File: src/rtl/rr_interval_classifier.sv
// Beat-to-beat (RR) interval measurement from a raw heartbeat pulse. It classifies
// the rate, flags irregular intervals and asystole, and keeps a running average.
module rr_interval_classifier #(
    parameter int              RR_W         = 12,
    parameter int              CNT_W        = 8,
    parameter int              AVG_LOG2     = 2,
    parameter logic [RR_W-1:0] TACHY_MS     = RR_W'(600),
    parameter logic [RR_W-1:0] BRADY_MS     = RR_W'(1000),
    parameter logic [RR_W-1:0] REFRACT_MS   = RR_W'(200),
    parameter logic [RR_W-1:0] IRR_DELTA_MS = RR_W'(150),
    parameter logic [RR_W-1:0] TIMEOUT_MS   = RR_W'(3000)
) (
    input  logic             clk,
    input  logic             rst_n,
    input  logic             tick_ms,
    input  logic             pulse_in,
    input  logic             clear_cnt,
    output logic [RR_W-1:0]  rr_ms,
    output logic             rr_valid,
    output logic [1:0]       class_code,
    output logic             irregular,
    output logic             asystole,
    output logic [RR_W-1:0]  avg_ms,
    output logic             avg_valid,
    output logic [CNT_W-1:0] beat_count,
    output logic [CNT_W-1:0] tachy_count,
    output logic [CNT_W-1:0] brady_count,
    output logic [CNT_W-1:0] irr_count
);
    localparam int SUM_W = RR_W + AVG_LOG2;
    localparam int DEPTH = 1 << AVG_LOG2;
    localparam logic [RR_W-1:0]     RR_MAX    = '1;
    localparam logic [AVG_LOG2-1:0] FILL_LAST = '1;

    typedef enum logic {WAIT_FIRST = 1'b0, MEASURE = 1'b1} state_t;

    function automatic logic [CNT_W-1:0] sat_inc(input logic [CNT_W-1:0] v);
        return (v == '1) ? v : v + 1'b1;
    endfunction

    function automatic logic [RR_W:0] abs_diff(input logic [RR_W-1:0] a, input logic [RR_W-1:0] b);
        logic signed [RR_W:0] d;
        d = $signed({1'b0, a}) - $signed({1'b0, b});
        return (d < 0) ? $unsigned(-d) : $unsigned(d);
    endfunction

    function automatic logic [1:0] classify(input logic [RR_W-1:0] rr);
        if (rr < TACHY_MS)      return 2'b01;
        else if (rr > BRADY_MS) return 2'b10;
        else                    return 2'b00;
    endfunction

    logic [2:0]      sync_q;
    state_t          state_q, state_d;
    logic [RR_W-1:0] ms_cnt_q, ms_cnt_d;
    logic            rise, beat_acc, meas_beat, timeout;

    logic              rr_valid_q, irr_q, asys_q, prev_vld_q, avg_vld_q;
    logic [RR_W-1:0]   rr_ms_q, prev_rr_q, avg_ms_q;
    logic [1:0]        class_q;
    logic [RR_W-1:0]   avg_buf_q [DEPTH];
    logic [AVG_LOG2-1:0] wr_ptr_q, fill_q;
    logic [SUM_W-1:0]  sum_q, sum_d;
    logic [CNT_W-1:0]  beat_cnt_q, tachy_cnt_q, brady_cnt_q, irr_cnt_q;
    logic [RR_W:0]     dev;
    logic              irr_now, is_tachy, is_brady;

    // Input synchroniser; the third flop only provides the previous value for edge detection
    always_ff @(posedge clk or negedge rst_n) begin
        if (!rst_n) sync_q <= '0;
        else        sync_q <= {sync_q[1:0], pulse_in};
    end
    assign rise = sync_q[1] & ~sync_q[2];

    always_ff @(posedge clk or negedge rst_n) begin
        if (!rst_n) state_q <= WAIT_FIRST;
        else        state_q <= state_d;
    end

    always_comb begin
        state_d = state_q;
        case (state_q)
            WAIT_FIRST: if (beat_acc) state_d = MEASURE;
            MEASURE:    if (timeout)  state_d = WAIT_FIRST;
            default:    state_d = WAIT_FIRST;
        endcase
    end

    // The refractory check only applies once an interval is running; a beat beats a timeout
    always_comb begin
        beat_acc  = 1'b0;
        meas_beat = 1'b0;
        timeout   = 1'b0;
        case (state_q)
            WAIT_FIRST: beat_acc = rise;
            MEASURE: begin
                beat_acc  = rise && (ms_cnt_q >= REFRACT_MS);
                meas_beat = beat_acc;
                timeout   = !beat_acc && (ms_cnt_q >= TIMEOUT_MS);
            end
            default: ;
        endcase
    end

    always_comb begin
        ms_cnt_d = ms_cnt_q;
        if (beat_acc)                             ms_cnt_d = '0;
        else if (tick_ms && (ms_cnt_q != RR_MAX)) ms_cnt_d = ms_cnt_q + 1'b1;
    end

    always_ff @(posedge clk or negedge rst_n) begin
        if (!rst_n) ms_cnt_q <= '0;
        else        ms_cnt_q <= ms_cnt_d;
    end

    assign dev      = abs_diff(ms_cnt_q, prev_rr_q);
    assign irr_now  = prev_vld_q && (dev > {1'b0, IRR_DELTA_MS});
    assign is_tachy = ms_cnt_q < TACHY_MS;
    assign is_brady = ms_cnt_q > BRADY_MS;
    assign sum_d    = sum_q - SUM_W'(avg_buf_q[wr_ptr_q]) + SUM_W'(ms_cnt_q);

    // Result stage: all interval outputs update together with rr_valid
    always_ff @(posedge clk or negedge rst_n) begin
        if (!rst_n) begin
            rr_valid_q <= 1'b0;
            rr_ms_q    <= '0;
            class_q    <= 2'b00;
            irr_q      <= 1'b0;
            asys_q     <= 1'b0;
            prev_rr_q  <= '0;
            prev_vld_q <= 1'b0;
        end else begin
            rr_valid_q <= meas_beat;
            if (meas_beat) begin
                rr_ms_q    <= ms_cnt_q;
                class_q    <= classify(ms_cnt_q);
                irr_q      <= irr_now;
                prev_rr_q  <= ms_cnt_q;
                prev_vld_q <= 1'b1;
            end else if (timeout) begin
                class_q <= 2'b11;
            end
            if (timeout)       asys_q <= 1'b1;
            else if (beat_acc) asys_q <= 1'b0;
        end
    end

    always_ff @(posedge clk or negedge rst_n) begin
        if (!rst_n) begin
            for (int i = 0; i < DEPTH; i++) avg_buf_q[i] <= '0;
            wr_ptr_q  <= '0;
            fill_q    <= '0;
            sum_q     <= '0;
            avg_ms_q  <= '0;
            avg_vld_q <= 1'b0;
        end else if (meas_beat) begin
            avg_buf_q[wr_ptr_q] <= ms_cnt_q;
            wr_ptr_q <= wr_ptr_q + 1'b1;
            sum_q    <= sum_d;
            avg_ms_q <= sum_d[SUM_W-1:AVG_LOG2];
            if (fill_q == FILL_LAST) avg_vld_q <= 1'b1;
            else                     fill_q    <= fill_q + 1'b1;
        end
    end

    always_ff @(posedge clk or negedge rst_n) begin
        if (!rst_n) begin
            beat_cnt_q  <= '0;
            tachy_cnt_q <= '0;
            brady_cnt_q <= '0;
            irr_cnt_q   <= '0;
        end else if (clear_cnt) begin
            beat_cnt_q  <= '0;
            tachy_cnt_q <= '0;
            brady_cnt_q <= '0;
            irr_cnt_q   <= '0;
        end else begin
            if (beat_acc)              beat_cnt_q  <= sat_inc(beat_cnt_q);
            if (meas_beat && is_tachy) tachy_cnt_q <= sat_inc(tachy_cnt_q);
            if (meas_beat && is_brady) brady_cnt_q <= sat_inc(brady_cnt_q);
            if (meas_beat && irr_now)  irr_cnt_q   <= sat_inc(irr_cnt_q);
        end
    end

    assign rr_ms       = rr_ms_q;
    assign rr_valid    = rr_valid_q;
    assign class_code  = class_q;
    assign irregular   = irr_q;
    assign asystole    = asys_q;
    assign avg_ms      = avg_ms_q;
    assign avg_valid   = avg_vld_q;
    assign beat_count  = beat_cnt_q;
    assign tachy_count = tachy_cnt_q;
    assign brady_count = brady_cnt_q;
    assign irr_count   = irr_cnt_q;
endmodule

File: config.mk
export PLATFORM = sky130hd
export DESIGN_NAME = rr_interval_classifier
export DESIGN_NICKNAME = d
export VERILOG_FILES = /design/src/rtl/rr_interval_classifier.sv
export SDC_FILE = /design/constraint.sdc
export NUM_CORES = 1
export LEC_CHECK = 0
export ABC_AREA = 1
export BUFFER_PORTS_ARGS = -buffer_cell sky130_fd_sc_hd__buf_2
export CORE_ASPECT_RATIO = 0.75
export CORE_UTILIZATION = 58
export CTS_CLUSTER_DIAMETER = 120
export DETAILED_ROUTE_END_ITERATION = 16
export PLACE_DENSITY_LB_ADDON = 0.08
export SETUP_SLACK_MARGIN = 0.2
export SLEW_MARGIN = 20
export SYNTH_ARGS = -nofsm -noshare
export SYNTH_HDL_FRONTEND = slang
export SYNTH_SLANG_ARGS = --single-unit
File: constraint.sdc
create_clock -name clk -period 5.03 [get_ports clk]
set_clock_uncertainty 0.1 [all_clocks]
set_input_delay 1.509 -clock clk [delete_from_list [all_inputs] [get_ports clk]]
set_output_delay 1.509 -clock clk [all_outputs]
set_load 0.01 [all_outputs]
==> impl_metrics.toml, run 1 <==
[run_status]
outcome = "complete, no violations"

[timing]
whs_ps = 249.5
report.final.hold_viol_count = 0
worstMarginPinSlew_ps = 972.5
timing_max_transition_violations_final = 0
setup-tns-final_ps = 0
timing.final.crit_share = 0.8523
post-route-min-period_ps = 4287
maxClockFrequency_mhz = 233.3
grt_setup_unrepaired = "false"
finalSetupViolations = 0
maxSlewHeadroom = 0.3516

[floorplan]
die_y_um = 103.0
floorplan.rows = 36
io-pin-count = 67
fp.dieArea_sq_um = 14090
start_util = 0.6002
die_width_um = 136.7
core_region_area_sq_um = 13150

[clocking]
cts_max_level = 4
postCtsResizedCells = 0
post-cts-setup-buffer-count = 0
path_clk_slew_ps = 60
tritoncts = "yes"
worstSkewPairLatency_ps = 420
clock-root-buffer = "sky130_fd_sc_hd__clkbuf_16"
cts_max_path_buffers = 2
tritoncts_num_sinks = 133
cts_hold_buf = 0
numCtsBuffers = 17

[synth]
number_of_enable_flip_flop_cells_after_synthesis = 0
ys_top_cells_by_area = "sky130_fd_sc_hd__dfrtp_1 42%, sky130_fd_sc_hd__nand2_1 12%, sky130_fd_sc_hd__o21ai_0 7.4%"
synth_top_cell_area_share = 0.4216
compound_gate_portion_of_the_synthesized_area = 0.1414
synth.mux.area_fraction = 0.001427
syn-mean-instance-area_sq_um = 7.770
yosys_register_bits = 133
yosysWarnings = 0
post-synth-top-count-cell = "sky130_fd_sc_hd__nand2_1"
ys_seq_area_frac = 0.4216
synth.net_count = 1072
post_synth_xor_area_fraction = 0.01664
synth_simple_gate_area_share = 0.2276
area_of_the_mapped_netlist_sq_um = 7894
ys_top_cells_by_count = "243 x sky130_fd_sc_hd__nand2_1, 139 x sky130_fd_sc_hd__inv_1, 133 x sky130_fd_sc_hd__dfrtp_1"
combinational_family_with_the_most_area_after_synthesis = "simple AND/OR/NAND/NOR gates"
async_flop_share = 1.000
synth_area_leader_cell = "sky130_fd_sc_hd__dfrtp_1"
synth_cells = 1016
synthAdderAreaFrac = 0.09320
synthFlopType = "sky130_fd_sc_hd__dfrtp_1"
synthDistinctLibCells = 43

[route]
wl_met2_mm = 7.760
maxUsedRoutingLayer = "met4"
firstDrtPassIters = 7
detail_route_antenna_nets = 0
viasPerCell = 5.406
detailroute.wirelength.met3_um = 859
drc = 0
detailedRoute.firstIterationViolations = 410
routed_vias = 6752
routedWlPerCell_um = 14.44
met1Wirelength_mm = 9.267
totalWireLength_mm = 18.03

[layout]
ratio_of_cells_with_drive_above_1_in_the_final_layout = 0.1187
area_delta_synth_final_pct = 11.89
final_nets = 1121
number_of_antenna_repair_diodes = 0

[grt]
grt.total_usage = 0.2765
grt_start_max_net_pins = 108
grt_overflow = 0
grt_pass1_vias = 6232
grt_pass1_wl_mm = 30.08
antenna_found_initial = 0

[placement]
routabilityCongestion = 0.8624
dp_hpwl_mm = 12.63
port_buffers = 66

[worst_hold_path]
timing.hold.worst.class = "reg2reg"

[setup_path]
crit_path_cell_trace = "inv_1, o21ai_0, o22ai_1, fa_1, inv_1, ha_1, nand2_1, o21ai_0, nand2_1, o2111ai_1, nand2_1, inv_1, nand2_1, o21ai_0, xor2_1, nand2_1, nand2_1"
critical_path.max_stage_delay_ps = 820
crit_fanout = 27
endpoint_kind = "flop"
critical-path-top-cell-by-count = "sky130_fd_sc_hd__nand2_1"
startpoint_type = "flop"
cp.required_ps = 5290
cp_data_arrival_time_ps = 4550
criticalPathCategory = "reg2reg"
timing.critical_path.slowest_stage_cell = "sky130_fd_sc_hd__dfrtp_1"

[flow_run]
number_of_maximum_capacitance_violations = 0

[pwr]
power.density_cell_area_nw_per_um2 = 665.8
power.static_leakage_nw = 4.584
total_power_mw = 5.880
vdd_drop_max_uv = 483.3
## placed cells by master (no fill, tap or decap), drive strengths merged
cell	Yosys	final
a211oi	3	3
a21oi	40	40
a221oi	5	5
a22o	1	1
a22oi	1	1
a31oi	3	3
buf	19	70
bufinv	0	1
clkbuf	21	19
clkinv	7	11
clkinvlp	0	3
dfrtp	133	133
fa	13	13
ha	38	38
inv	144	149
mux2	1	1
nand2	251	251
nand3	48	48
nand4	10	10
nor2	87	87
nor3	19	19
nor3b	1	1
nor4	3	3
o2111ai	2	2
o211ai	1	1
o21a	2	2
o21ai	121	121
o21bai	6	6
o22ai	15	15
o31ai	4	4
or2	2	2
xnor2	5	5
xor2	10	10
## critical path, delay by kind of cell (launching register included)
family	cells	cell delay, ps
AO/OA/AOI/OAI	5	1120
adder cells (fa/ha/maj)	2	830
flip-flops	1	820
buffers and inverters	3	690
AND/OR/NAND/NOR	6	480
XOR/XNOR	1	170
## flip-flops by register name (all words and copies together) (netlist names), 2 cells and up
name,flops
avg_buf_q,48
avg_ms,12
ms_cnt_q,12
prev_rr_q,12
beat_count,8
brady_count,8
irr_count,8
tachy_count,8
sync_q,3
class_code,2
fill_q,2
sum_q,2
wr_ptr_q,2
## layout make-up
cell class              instances  area [sq um]
repair buffers                 70         366.6
well taps                     171         214.0
fillers                      1130          4320
flip-flops and latches        133          3328
multi-input cells             692          3791
clock buffers                  19         442.9
clock inverters                13         122.6
inverters                     151         566.8
## per-stage QoR
step           cells  setup slack, ps  cell area [sq um]    util
4_1_cts         1249            865.8               8832  0.6715
2_1_floorplan   1016             1945               7894       -
3_5_place_dp    1217            881.8               8267  0.6285
6_report        1249            742.8               8832  0.6715
3_3_place_gp    1217             1011               8267  0.6285
5_1_grt         1249            286.7               8832  0.6715
## power by group
| part | internal, mW | switching (mW) |
|---|---|---|
| Combinational | 1.19 | 2.06 |
| Clock | 0.699 | 0.490 |
| Sequential | 1.26 | 0.178 |
| Total | 3.15 | 2.73 |
## final timing paths
path	from	end	slack, ps	cells past startpoint
max in group asynchronous	rst_n	irregular$_DFFE_PN0P_	2900	2
max	wr_ptr_q[0]$_DFFE_PN0P_	avg_ms[11]$_DFFE_PN0P_	740	17
max reg2reg	wr_ptr_q[0]$_DFFE_PN0P_	avg_ms[11]$_DFFE_PN0P_	740	17
min in group asynchronous	rst_n	avg_ms[1]$_DFFE_PN0P_	1100	1
min reg2reg	sync_q[0]$_DFF_PN0_	sync_q[1]$_DFF_PN0_	250	0
min	sync_q[0]$_DFF_PN0_	sync_q[1]$_DFF_PN0_	250	0
## cells by family after synthesis
logic type	count (synthesis)
flip-flops	133
adder cells (fa/ha/maj)	51
AND/OR/NAND/NOR	421
multiplexers	1
XOR/XNOR	15
AO/OA/AOI/OAI	204
buffers and inverters	191
## routing by layer
layer  GRT usage  vias up
li1            -     3377
met1      0.4064     3187
met2      0.4143      172
met3     0.05752       16
met4     0.07778        0
met5           0        -
Power figures use the tool's default switching activity.
==> run 2, diff against run 1 <==
--- a/config.mk
+++ b/config.mk
@@ -7,7 +7,9 @@
 export LEC_CHECK = 0
 export ABC_AREA = 1
 export BUFFER_PORTS_ARGS = -buffer_cell sky130_fd_sc_hd__buf_2
+export CAP_MARGIN = 20
 export CORE_ASPECT_RATIO = 0.75
+export CORE_MARGIN = 5
 export CORE_UTILIZATION = 58
 export CTS_CLUSTER_DIAMETER = 120
 export DETAILED_ROUTE_END_ITERATION = 16
==> impl_metrics.toml, run 2 (same netlist as run 1, synthesis figures left out) <==
[setup_path]
criticalPathCategory = "reg2reg"
crit_fanout = 27
startpoint_type = "flop"
r2r-end = "avg_ms[11]$_DFFE_PN0P_"
cp.required_ps = 5300
endpoint_kind = "flop"
r2r_slack_ps = 840
cp_data_arrival_time_ps = 4460
critical_path.reg2reg.startpoint = "wr_ptr_q[0]$_DFFE_PN0P_"
worst-r2r-cell-count = 17

[floorplan]
io-pin-count = 67
start_util = 0.6002
floorplan.rows = 36
core_region_area_sq_um = 13150
die_width_um = 144.7
die_y_um = 111.0
fp.dieArea_sq_um = 16070

[clocking]
cts_max_path_buffers = 2
cts_hold_buf = 0
clock-root-buffer = "sky130_fd_sc_hd__clkbuf_16"
numCtsBuffers = 17
postCtsResizedCells = 0
tritoncts = "yes"
cts_max_level = 4
tritoncts_num_sinks = 133
worstSkewPairLatency_ps = 430
post-cts-setup-buffer-count = 0
path_clk_slew_ps = 60

[layout]
ratio_of_cells_with_drive_above_1_in_the_final_layout = 0.1205
largest_register_ff_count = 48
mostFrequentLayoutCell = "sky130_fd_sc_hd__nand2_1"
layout.cell_area.non_filler_sq_um = 8910
area_delta_synth_final_pct = 12.87
final_nets = 1122
largest_register = "avg_buf_q"
number_of_antenna_repair_diodes = 0
top_library_cells_by_usage_in_the_layout_fill_and_taps_aside = "243 x sky130_fd_sc_hd__nand2_1, 139 x sky130_fd_sc_hd__inv_1, 133 x sky130_fd_sc_hd__dfrtp_1"

[worst_hold_path]
min_delay_worst_endpoint = "sync_q[1]$_DFF_PN0_"
timing.hold.worst.class = "reg2reg"
worst_hold_path.num_cells = 0
timing.hold.worst.start = "sync_q[0]$_DFF_PN0_"

[route]
drc = 0
viasPerCell = 5.338
routedWlPerCell_um = 14.23
totalWireLength_mm = 17.79
detailedRoute.firstIterationViolations = 440
detail_route_antenna_nets = 0
routed_vias = 6673
firstDrtPassIters = 5

[grt]
grt_start_max_net_pins = 92
grt.total_usage = 0.2343
grt_pass1_vias = 6261
grt_overflow = 0
antenna_found_initial = 0
grt_pass1_wl_mm = 30.39

[pwr]
power.static_leakage_nw = 4.626
vdd_drop_max_uv = 469.9
power.density_cell_area_nw_per_um2 = 671.9

[placement]
routabilityCongestion = 0.8469
post_dp_cell_area_sq_um = 8274
port_buffers = 66
dp_hpwl_mm = 12.81

[timing]
maxSlewHeadroom = 0.4510
maxClockFrequency_mhz = 238.4
timing_max_transition_violations_final = 0
post-route-min-period_ps = 4194
grt_setup_unrepaired = "false"
setup-tns-final_ps = 0
whs_ps = 259.3
worstMarginPinSlew_ps = 823.5
report.final.hold_viol_count = 0
finalSetupViolations = 0
timing.final.crit_share = 0.8338

[run_status]
outcome = "complete, no violations"

[flow_run]
number_of_maximum_capacitance_violations = 0
-- run 2: worst max-delay path by stage --
stage                     slack (ps)                     from  depth (start not counted)                      to
after detailed placement         880  wr_ptr_q[0]$_DFFE_PN0P_                         17  avg_ms[11]$_DFFE_PN0P_
after CTS                        870  wr_ptr_q[0]$_DFFE_PN0P_                         17  avg_ms[11]$_DFFE_PN0P_
after global routing             350  wr_ptr_q[0]$_DFFE_PN0P_                         17  avg_ms[11]$_DFFE_PN0P_
final                            840  wr_ptr_q[0]$_DFFE_PN0P_                         17  avg_ms[11]$_DFFE_PN0P_
after floorplan                 1950  wr_ptr_q[0]$_DFFE_PN0P_                         16  avg_ms[10]$_DFFE_PN0P_
after global placement          1020  wr_ptr_q[0]$_DFFE_PN0P_                         17  avg_ms[11]$_DFFE_PN0P_
-- run 2: worst max-delay path, cell delays in order, from the launching register on --
cell,delay [ps]
sky130_fd_sc_hd__dfrtp_1,840
sky130_fd_sc_hd__inv_1,580
sky130_fd_sc_hd__o21ai_0,310
sky130_fd_sc_hd__o22ai_1,110
sky130_fd_sc_hd__fa_1,490
sky130_fd_sc_hd__inv_1,40
sky130_fd_sc_hd__ha_1,300
sky130_fd_sc_hd__inv_1,90
sky130_fd_sc_hd__nor3_1,260
sky130_fd_sc_hd__nand3_1,120
sky130_fd_sc_hd__o2111ai_1,170
sky130_fd_sc_hd__nand2_1,90
sky130_fd_sc_hd__inv_1,80
sky130_fd_sc_hd__nand2_1,70
sky130_fd_sc_hd__o21ai_0,200
sky130_fd_sc_hd__xor2_1,170
sky130_fd_sc_hd__nand2_1,60
sky130_fd_sc_hd__nand2_1,50
-- run 2: power by group --
part,total [mW],switching [mW],internal [mW]
clock network,1.34,0.489,0.849
logic,3.21,2.02,1.19
registers,1.44,0.178,1.26
total,5.99,2.69,3.30
-- run 2: per-layer routing --
layer,GRT usage,up-vias,part of all wire
met5,0,-,0
met4,0.05966,0,0.013
met3,0.05908,21,0.055
met2,0.3280,168,0.42
met1,0.3621,3111,0.51
li1,-,3373,-
-- run 2: through the flow --
stage | worst slack (ps) | util | total power, mW | std cells
5_1_grt | 349.6 | 0.6774 | 6.596 | 1250
2_1_floorplan | 1945 | - | 4.017 | 1016
4_1_cts | 868.2 | 0.6774 | 5.991 | 1250
3_3_place_gp | 1022 | 0.6291 | 4.566 | 1218
3_5_place_dp | 885.0 | 0.6291 | 4.626 | 1218
6_report | 835.9 | 0.6774 | 5.987 | 1250
-- run 2: layout make-up --
cell class	instances	area, sq um
Fill cell	1108	4243
Clock inverter	14	196.4
Inverter	151	566.8
Clock buffer	18	439.2
Multi-Input combinational cell	692	3791
Sequential cell	133	3328
Tap cell	171	214.0
Timing Repair Buffer	71	374.1
==> run 3, diff against run 2 <==
==> constraint.sdc (replaced) <==
create_clock -name clk -period 4.15 [get_ports clk]
set_clock_uncertainty 0.1 [all_clocks]
set_input_delay 1.245 -clock clk [delete_from_list [all_inputs] [get_ports clk]]
set_output_delay 1.245 -clock clk [all_outputs]
set_load 0.01 [all_outputs]
==> impl_metrics.toml, run 3 (same netlist as run 1, synthesis figures left out) <==
[floorplan]
fp.dieArea_sq_um = 16070
io-pin-count = 67
die_y_um = 111.0
core_region_area_sq_um = 13150
start_util = 0.6002
floorplan.rows = 36
die_width_um = 144.7

[timing]
worstMarginPinSlew_ps = 796.0
maxSlewHeadroom = 0.4681
setup-tns-final_ps = 0
timing_max_transition_violations_final = 0
post-route-min-period_ps = 3525
timing.final.crit_share = 0.8494
finalSetupViolations = 0
grt_setup_unrepaired = "false"
maxClockFrequency_mhz = 283.7
report.final.hold_viol_count = 0

[route]
detailroute.wirelength.met3_mm = 1.110
routedWlPerCell_um = 14.26
maxUsedRoutingLayer = "met4"
totalWireLength_mm = 17.87
met1Wirelength_mm = 9.039
routed_vias = 6662
viasPerCell = 5.317
detailedRoute.firstIterationViolations = 444
wl_met2_mm = 7.529
detail_route_antenna_nets = 0
drc = 0
firstDrtPassIters = 5

[layout]
area_delta_synth_final_pct = 12.43
top_library_cells_by_usage_in_the_layout_fill_and_taps_aside = "243 x sky130_fd_sc_hd__nand2_1, 139 x sky130_fd_sc_hd__inv_1, 133 x sky130_fd_sc_hd__dfrtp_1"
ratio_of_cells_with_drive_above_1_in_the_final_layout = 0.1220
filler_cell_count = 1129
largest_register_ff_count = 48
number_of_antenna_repair_diodes = 0
final-seq-area_sq_um = 3328
mostFrequentLayoutCell = "sky130_fd_sc_hd__nand2_1"
final_nets = 1125
largest_register = "avg_buf_q"
area_of_combinational_cells_with_multiple_inputs_sq_um = 3791

[setup_path]
r2r_slack_ps = 630
criticalPathCategory = "reg2reg"
endpoint_kind = "flop"
startpoint_type = "flop"
critical_path.max_stage_delay_ps = 480
critical_path.reg2reg.startpoint = "wr_ptr_q[0]$_DFFE_PN0P_"
crit_fanout = 21
worst-r2r-cell-count = 15
crit_path_cell_trace = "inv_1, o21ai_0, o22ai_1, fa_1, inv_1, ha_1, a21oi_1, o21ai_0, nand2_1, o2111ai_1, a21oi_1, o21bai_1, or2_2, nand3_1, o21ai_0"
critPathLaunch = "wr_ptr_q[0]$_DFFE_PN0P_"
cp_data_arrival_time_ps = 3710
r2r-end = "avg_ms[10]$_DFFE_PN0P_"
critical-path-top-cell-by-count = "sky130_fd_sc_hd__o21ai_0"
cp.required_ps = 4330
timing.critical_path.slowest_stage_cell = "sky130_fd_sc_hd__inv_1"

[grt]
grt_overflow = 0
grt_start_max_net_pins = 74
grt.total_usage = 0.2354
antenna_found_initial = 0
grt_pass1_wl_mm = 30.47
grt_pass1_vias = 6166

[clocking]
cts_max_path_buffers = 2
postCtsResizedCells = 0
path_clk_slew_ps = 60
tritoncts = "yes"
numCtsBuffers = 17
cts_hold_buf = 0
post-cts-setup-buffer-count = 0
worstSkewPairLatency_ps = 420
cts_max_level = 4
clock-root-buffer = "sky130_fd_sc_hd__clkbuf_16"
tritoncts_num_sinks = 133

[pwr]
power.density_cell_area_nw_per_um2 = 802.9
vdd_drop_max_uv = 567.0
power.static_leakage_nw = 4.607
total_power_mw = 7.126

[worst_hold_path]
worst_hold_path.num_cells = 0
timing.hold.worst.start = "sync_q[0]$_DFF_PN0_"
timing.hold.worst.class = "reg2reg"
min_delay_worst_endpoint = "sync_q[1]$_DFF_PN0_"

[run_status]
outcome = "complete, no violations"

[flow_run]
number_of_maximum_capacitance_violations = 0

[placement]
dp_hpwl_mm = 12.78
port_buffers = 66
routabilityCongestion = 0.8563
## run 3: worst max path at each step
stage                        endpoint  slack [ps]  depth (start not counted)
3_3_place_gp   avg_ms[10]$_DFFE_PN0P_         820                         15
2_1_floorplan  avg_ms[10]$_DFFE_PN0P_        1070                         16
6_report       avg_ms[10]$_DFFE_PN0P_         630                         15
5_1_grt        avg_ms[11]$_DFFE_PN0P_         380                         17
3_5_place_dp   avg_ms[10]$_DFFE_PN0P_         730                         15
4_1_cts        avg_ms[10]$_DFFE_PN0P_         700                         15
## run 3: through the flow
stage          setup WS [ps]  cells  cell area [sq um]  utilization  hold slack, ps
2_1_floorplan           1065   1016               7894            -           231.2
3_3_place_gp           816.0   1221               8309       0.6318           244.0
3_5_place_dp           727.0   1221               8309       0.6318           250.2
4_1_cts                696.3   1253               8875       0.6748           263.4
5_1_grt                382.4   1253               8875       0.6748           270.3
6_report               625.0   1253               8875       0.6748           263.9
## run 3: final cells by class
class                           instances  share of cell area
Clock inverter                         13             0.01382
Timing Repair Buffer                   74             0.04610
Inverter                              151             0.06387
Sequential cell                       133              0.3750
Clock buffer                           19             0.04991
Tap cell                              171             0.02411
Multi-Input combinational cell        692              0.4272
## run 3: worst max-delay path, delay by kind of cell (launching register included)
family	cells	cell delay [ps]
adders and majority gates	2	680
AOI/OAI and AO/OA	8	1270
buffers and inverters	2	540
and+or+nand+nor	3	430
DFF	1	370
## run 3: report_power, final
part / total [mW] / internal, mW / switching (mW)
logic: 3.98 / 1.47 / 2.51
clock network: 1.44 / 0.847 / 0.595
registers: 1.70 / 1.53 / 0.171
total: 7.13 / 3.85 / 3.28
## run 3: routing by layer
metal / global-route usage / vias to the layer above
met5: 0 / -
met4: 0.05469 / 0
met3: 0.06037 / 14
met2: 0.3292 / 168
met1: 0.3659 / 3085
li1: - / 3395
